### src/rtl/controle_execucao.sv
// Run-control sequencer for the single-cycle RISC-V datapath: datapath reset, commit enable,
// stop on EBREAK/ECALL, retired-instruction count. Define CONTROLE_BREAKPOINT_EN for PC breakpoints.
module controle_execucao #(
    parameter int unsigned RESET_HOLD = 4,
    parameter int unsigned CNT_W      = 32
) (
    input  logic             clk,
    input  logic             reset,
    input  logic             cmd_run,
    input  logic             cmd_step,
    input  logic             cmd_halt,
    input  logic [31:0]      bp_addr,
    input  logic             bp_valido,
    input  logic [31:0]      pc_atual,
    input  logic [31:0]      instrucao,
    output logic             reset_datapath,
    output logic             habilita_pc,
    output logic [2:0]       estado,
    output logic [CNT_W-1:0] contador_instr,
    output logic [1:0]       motivo_parada
);

    localparam int unsigned HoldW = (RESET_HOLD > 1) ? $clog2(RESET_HOLD) : 1;
    localparam logic [HoldW-1:0] HoldLast = HoldW'(RESET_HOLD - 1);

    localparam logic [31:0] InstrEbreak = 32'h0010_0073;
    localparam logic [31:0] InstrEcall  = 32'h0000_0073;

    localparam logic [1:0] MotivoNenhum = 2'd0;
    localparam logic [1:0] MotivoHalt   = 2'd1;
    localparam logic [1:0] MotivoTrap   = 2'd2;
    localparam logic [1:0] MotivoBp     = 2'd3;

    typedef enum logic [2:0] {
        StInicio     = 3'd0,
        StOcioso     = 3'd1,
        StExecutando = 3'd2,
        StPasso      = 3'd3,
        StParado     = 3'd4
    } estado_e;

    estado_e          estado_q;
    logic [HoldW-1:0] hold_q;
    logic             reset_dp_q;
    logic             skip_q;
    logic [1:0]       motivo_q;
    logic [CNT_W-1:0] contador_q;

    logic ebreak, ecall, trap, bp_hit, parar;
    logic [1:0] motivo_stop;

    assign ebreak = (instrucao == InstrEbreak);
    assign ecall  = (instrucao == InstrEcall);
    assign trap   = ebreak | ecall;

`ifdef CONTROLE_BREAKPOINT_EN
    assign bp_hit = bp_valido && (pc_atual == bp_addr);
`else
    logic unused_bp;
    assign unused_bp = ^{bp_addr, bp_valido, pc_atual};
    assign bp_hit    = 1'b0;
`endif

    // skip lets the first instruction after a resume pass the stop that caused the halt
    assign parar       = (trap | bp_hit) && !skip_q;
    assign motivo_stop = trap ? MotivoTrap : MotivoBp;
    assign habilita_pc = ((estado_q == StExecutando) || (estado_q == StPasso)) && !parar;

    always_ff @(posedge clk or negedge reset) begin
        if (!reset) begin
            estado_q   <= StInicio;
            hold_q     <= '0;
            reset_dp_q <= 1'b1;
            skip_q     <= 1'b0;
            motivo_q   <= MotivoNenhum;
            contador_q <= '0;
        end else begin
            skip_q <= 1'b0;
            if (habilita_pc && (contador_q != '1)) begin
                contador_q <= contador_q + CNT_W'(1);
            end
            case (estado_q)
                StInicio: begin
                    if (hold_q == HoldLast) begin
                        hold_q     <= '0;
                        reset_dp_q <= 1'b0;
                        estado_q   <= StOcioso;
                    end else begin
                        hold_q <= hold_q + HoldW'(1);
                    end
                end
                StOcioso: begin
                    if (cmd_step) begin
                        estado_q <= StPasso;
                    end else if (cmd_run) begin
                        estado_q <= StExecutando;
                    end
                end
                StExecutando: begin
                    if (parar) begin
                        estado_q <= StParado;
                        motivo_q <= motivo_stop;
                    end else if (cmd_halt) begin
                        estado_q <= StParado;
                        motivo_q <= MotivoHalt;
                    end
                end
                StPasso: begin
                    if (parar) begin
                        estado_q <= StParado;
                        motivo_q <= motivo_stop;
                    end else begin
                        estado_q <= StOcioso;
                    end
                end
                StParado: begin
                    if (cmd_step || cmd_run) begin
                        estado_q <= cmd_step ? StPasso : StExecutando;
                        skip_q   <= 1'b1;
                        motivo_q <= MotivoNenhum;
                    end
                end
                default: begin
                    estado_q   <= StInicio;
                    hold_q     <= '0;
                    reset_dp_q <= 1'b1;
                    motivo_q   <= MotivoNenhum;
                end
            endcase
        end
    end

    assign reset_datapath = reset_dp_q;
    assign estado         = estado_q;
    assign contador_instr = contador_q;
    assign motivo_parada  = motivo_q;

endmodule

### config.mk
export PLATFORM = sky130hd
export DESIGN_NAME = controle_execucao
export DESIGN_NICKNAME = d
export VERILOG_FILES = /design/src/rtl/controle_execucao.sv
export SDC_FILE = /design/constraint.sdc
export NUM_CORES = 1
export LEC_CHECK = 0
export ABC_CLOCK_PERIOD_IN_PS = 1900
export CORE_MARGIN = 5
export CORE_UTILIZATION = 30
export DETAILED_ROUTE_END_ITERATION = 7
export PLACE_DENSITY = 0.71
export SLEW_MARGIN = 20
export SYNTH_ARGS = -nofsm -noshare
export SYNTH_HDL_FRONTEND = slang
export SYNTH_SLANG_ARGS = --single-unit
### constraint.sdc
create_clock -name clk -period 1.9 [get_ports clk]
set_input_delay 0.285 -clock clk [delete_from_list [all_inputs] [get_ports clk]]
set_output_delay 0.285 -clock clk [all_outputs]
set_load 0.05 [all_outputs]
# Word level (Yosys, flattened, before mapping)
# Cells that the tools add are included.
# totals
register_bits	41
out_inout_bits	39
word_cells	58
# classes
addsub	2
n_eq_ne	13
mux	21
bitwise_logic	3
reduce_logical	13
# op_table
operator	n
32-bit by 1-bit adder with 32-bit output, second input constant	1
32-bit by 21-bit equality test with 1-bit output, second input constant	1
32-bit by 7-bit equality test with 1-bit output, second input constant	1
32-bit != test, second input constant	1
3-bit 2-to-1 mux	7
3-bit case mux with 5 select lines	1
2-bit 2-to-1 mux	5
2-bit case mux with 4 select lines	1
4-bit AND reduction	2
3-bit by 2-bit equality test with 1-bit output, second input constant	2
2-bit != test, second input constant	3
3-bit != test, second input constant	2
1-bit 2-to-1 mux	5
2-bit case mux with 2 select lines	1
4-bit OR reduction	1
3-bit by 1-bit equality test with 1-bit output, second input constant	1
3-bit equality test, second input constant	1
1-bit logical AND	3
3-bit logical NOT	1
2-bit by 1-bit adder with 2-bit output, second input constant	1
2-bit equality test, second input constant	1
1-bit logical NOT	2
1-bit logical OR	2
1-bit NOT	2
other kinds (4)	4

# Depth between registers and ports, before layout
# Gate-level depths: netlist of the first run.
# logic_depth
word_depth	6
ltp_mapped	7
depth_no_buf	6

# Worst setup path after synthesis of the first run
# OpenSTA, ideal clock, no wires.
# synth_path
path_kind	register to register
start	reg contador_q[0] (netlist: contador_instr[0])
end	reg contador_q[21] (netlist: contador_instr[21])
t_arrival_ns	2.381
t_required_ns	1.753
setup_slack_ns	-0.627
path_stages_with_launch	8
n_path_buf	1
path_cell_list	dfrtp_1 -> ha_1 -> nand4_1 -> or4_4 -> nor4_4 -> buf_6 -> nor3_1 -> xor2_1
# synth_between
elab_chain_len	2
word_cells_on_any_way	3
classes_between	add/sub (1); eq/ne (1); reduce/logical (1)
# synth_lines
item	line_no	source
start, declared	47	logic [CNT_W-1:0] contador_q;
start signal, assigned	80	contador_q <= contador_q + CNT_W'(1);
parallel branches: the longest is 2 deep, another holds 32-bit by 1-bit adder with 32-bit output	n/a	
# Parallel ways; which one is timed is not known.
# A chain may end at the register's enable or synchronous reset.

# Worst setup path in the final report of the first run
# layout_path
start	reg contador_q[1] (netlist: contador_instr[1])
end	reg contador_q[2] (netlist: contador_instr[2])
# Same word-level chain as after synthesis.

==> out/metrics.yaml, run 1 <==
async_flop_share_pct: 100
status: "finished with violations"
clkSlewWorstSetupHoldPaths_ns: 0.09
insertion_delay_ns: 0.30
postCtsHoldBufs: 0
synth_compound_area_share_pct: 7.24
avgSynthCellArea_um2: 10.0
ys_types: 41
peakVddDrop_v: 0.000743
dieArea_um2: 9130
netlist_area_um2: 2200
cts_tree: "yes"
layout.area.seq_um2: 1060
rsz0062_at_grt: "true"
placed_cells: 443
routedWlPerCell_um: 15.1
yosys-top-cells-area: "dfrtp_1, xor2_1, nor3_1"
die_h_um: 95.6
ant_nets: 0
ys_seq_elements: 41
leakagePower_nw: 1.90
row_count: 31
cts_buffer_depth: 2
drc: 0
max_freq_mhz: 499
die_w_um: 95.6
synth-edff-count: 0
final_nets: 465
critPathKind: "reg -> reg"
worstMarginPinSlew_ns: 0.534
tns_ns: -2.17
vias: 2316
synth_adder_area_share_pct: 1.14
maxCapViolations: 0
cp.arrival_ns: 2.19
grt_first_pass_wirelength_mm: 11.6
vias_per_cell: 5.02
end_kind: "flip-flop"
synth-simple-area-share_pct: 27.7
drv_slew: 0
synth_xor_area_share_pct: 11.2
clock-root-buffer: "clkbuf_8"
cp_max_fo: 6
drt-initial-drc-count: 84
synth_top_family_by_area: "simple AND/OR/NAND/NOR gates"
syn_nets: 323
fin_crit_sh_pct: 106
synth.area.mux_share_pct: 2.91
synth_area_leader_cell: "dfrtp_1"
slew_headroom_pct: 64.4
first_global_vias: 2496
ys.flop_type: "dfrtp_1"
yosys_warnings: 0
antenna_found_initial: 0
layoutNonFillerInstCount: 461
grt_usage_pct: 16.0
cp.required_ns: 2.09
cts.htree.levels: 2
dp_hpwl_mm: 4.94
drive_gt1_share_pct: 56.1
overflow: 0
fillers: 606
final.setup.worst_slack_ns: -0.105
hold_class: "in -> async"
multi_input_area_um2: 1480
synth_top_area_share_pct: 45.6
routed_wl_mm: 6.98
p_per_area_nw_per_um2: 940
period_minus_slack_ns: 2.01
synthToLayoutAreaGrowth_pct: 81.3
cp-start-kind: "flip-flop"
hold_viol_final: 0
cts_made_buffers: 5
violations: "negative setup slack"
diodes: 0
setup_viol: 28
initial_core_util_pct: 30.6
finalClockSkew_ns: 0.00505
routabilityCongestion: 0.809
drtPass1Iterations: 4
ioPinCount: 141
io_buffer_count: 74
cts_sinks: 41
synth_cells: 219
grt_max_degree: 42
core_um2: 7180
synth_seq_area_share_pct: 46.8
## worst paths after layout
path | cells after the start | slack, ns | end | from
max | 8 | -0.11 | contador_instr[2] | contador_instr[1]
min | 2 | 0.04 | contador_instr[28] | reset
max reg2reg | 8 | -0.11 | contador_instr[2] | contador_instr[1]
min reg2reg | 1 | 0.50 | contador_instr[12] | contador_instr[12]
max in group asynchronous | 2 | 1.46 | contador_instr[15] | reset
min in group clk | 1 | 0.50 | contador_instr[12] | contador_instr[12]
## cell families (layout without fill, tap and decap cells)
group | count (synthesis) | after routing
flops | 41 | 41
mux | 6 | 6
fa+ha+maj | 2 | 2
compound gates | 22 | 22
buf+inv | 13 | 156
simple gates | 107 | 107
xor+xnor | 28 | 28
## cell usage in the layout, fill, tap and decap left out, types with 7 or more instances in the layout
| master | n |
|---|---|
| buf_4 | 83 |
| xor2_1 | 28 |
| dfrtp_2 | 25 |
| nand2_1 | 19 |
| clkbuf_2 | 16 |
| dfrtp_1 | 15 |
| nand4_1 | 11 |
| a21oi_1 | 11 |
| nor3_4 | 11 |
| nor4_2 | 9 |
| nor3_2 | 9 |
| nor2_1 | 9 |
| clkdlybuf4s50_1 | 9 |
| nand3_1 | 8 |
| clkdlybuf4s15_1 | 8 |
| buf_6 | 7 |
## through the flow
step	total power (W)	worst slack [ns]	util [%]	area (um^2)	hold WS, ns
final	0.00374	-0.105	55.5	3980	0.0416
after global routing	0.00392	-0.204	55.5	3980	0.0918
after CTS	0.00368	-0.108	53.5	3840	0.0682
after detailed placement	0.00269	-0.468	48.6	3480	0.392
after global placement	0.00266	-0.368	48.6	3480	0.384
after floorplan	0.00205	-0.326	-	2290	-0.0106
## flip-flops by register name (all words and copies together), names as in the netlist
signal and cells:
estado 3, hold_q 2, contador_instr 32, reset_datapath 1
skip_q 1, motivo_parada 2
## per-layer routing
layer / share of wire [%] / GRT usage, % / vias to the layer above
met4: 1.2 / 4.98 / 0
li1: - / - / 1088
met3: 6.0 / 4.18 / 9
met5: 0 / 0 / -
met1: 41 / 19.1 / 1140
met2: 51 / 28.1 / 79
## synth_stat cells (all sizes together) (3+ instances only)
cell type and instances:
dfrtp 40, xor2 28, nor3 24, nand2 20, nor4 15, a21oi 12
nor2 12, nand4 11, nand3 10, inv 7, buf 4, or2 4
and4 3, mux2 3, mux2i 3
## worst max-delay path, stage by stage, from the launching register on
cell and delay (ns):
dfrtp_2 0.40, ha_4 0.15, nand4_1 0.12, or4_4 0.46
nor4_4 0.21, buf_6 0.21, buf_8 0.15, nor3b_2 0.05
xor2_1 0.14
## power by group
part,leakage (nW),switching (W),internal (W)
Combinational,1.32,0.00102,0.000703
Sequential,0.509,0.000125,0.00102
Clock,0.0687,0.000347,0.000529
Total,1.90,0.00149,0.00225
## area by class of cell
cell class / count / area share (%)
multi-input cells: 165 / 37.1
repair buffers: 140 / 28.9
flip-flops and latches: 41 / 26.6
well taps: 99 / 3.11
clock buffers: 5 / 1.73
clock inverters: 3 / 1.73
inverters: 8 / 0.817
## repair_timing
action                                  4_1_cts  5_1_grt
buffers inserted                              6        3
pin swaps                                    19       21
resized for setup                            76       76
gates cloned                                  0        1
hold endpoints to repair                      0        0
endpoints found under the setup margin       32       39
Power figures use the tool's default switching activity.
==> run 2: changes to the inputs <==
--- a/config.mk
+++ b/config.mk
@@ -10,7 +10,7 @@
 export CORE_UTILIZATION = 30
 export DETAILED_ROUTE_END_ITERATION = 7
 export PLACE_DENSITY = 0.71
-export SLEW_MARGIN = 20
+export SLEW_MARGIN = 10
 export SYNTH_ARGS = -nofsm -noshare
 export SYNTH_HDL_FRONTEND = slang
 export SYNTH_SLANG_ARGS = --single-unit
==> results of run 2 <==
The final DEF is identical to that of run 1; final timing and power are the same.
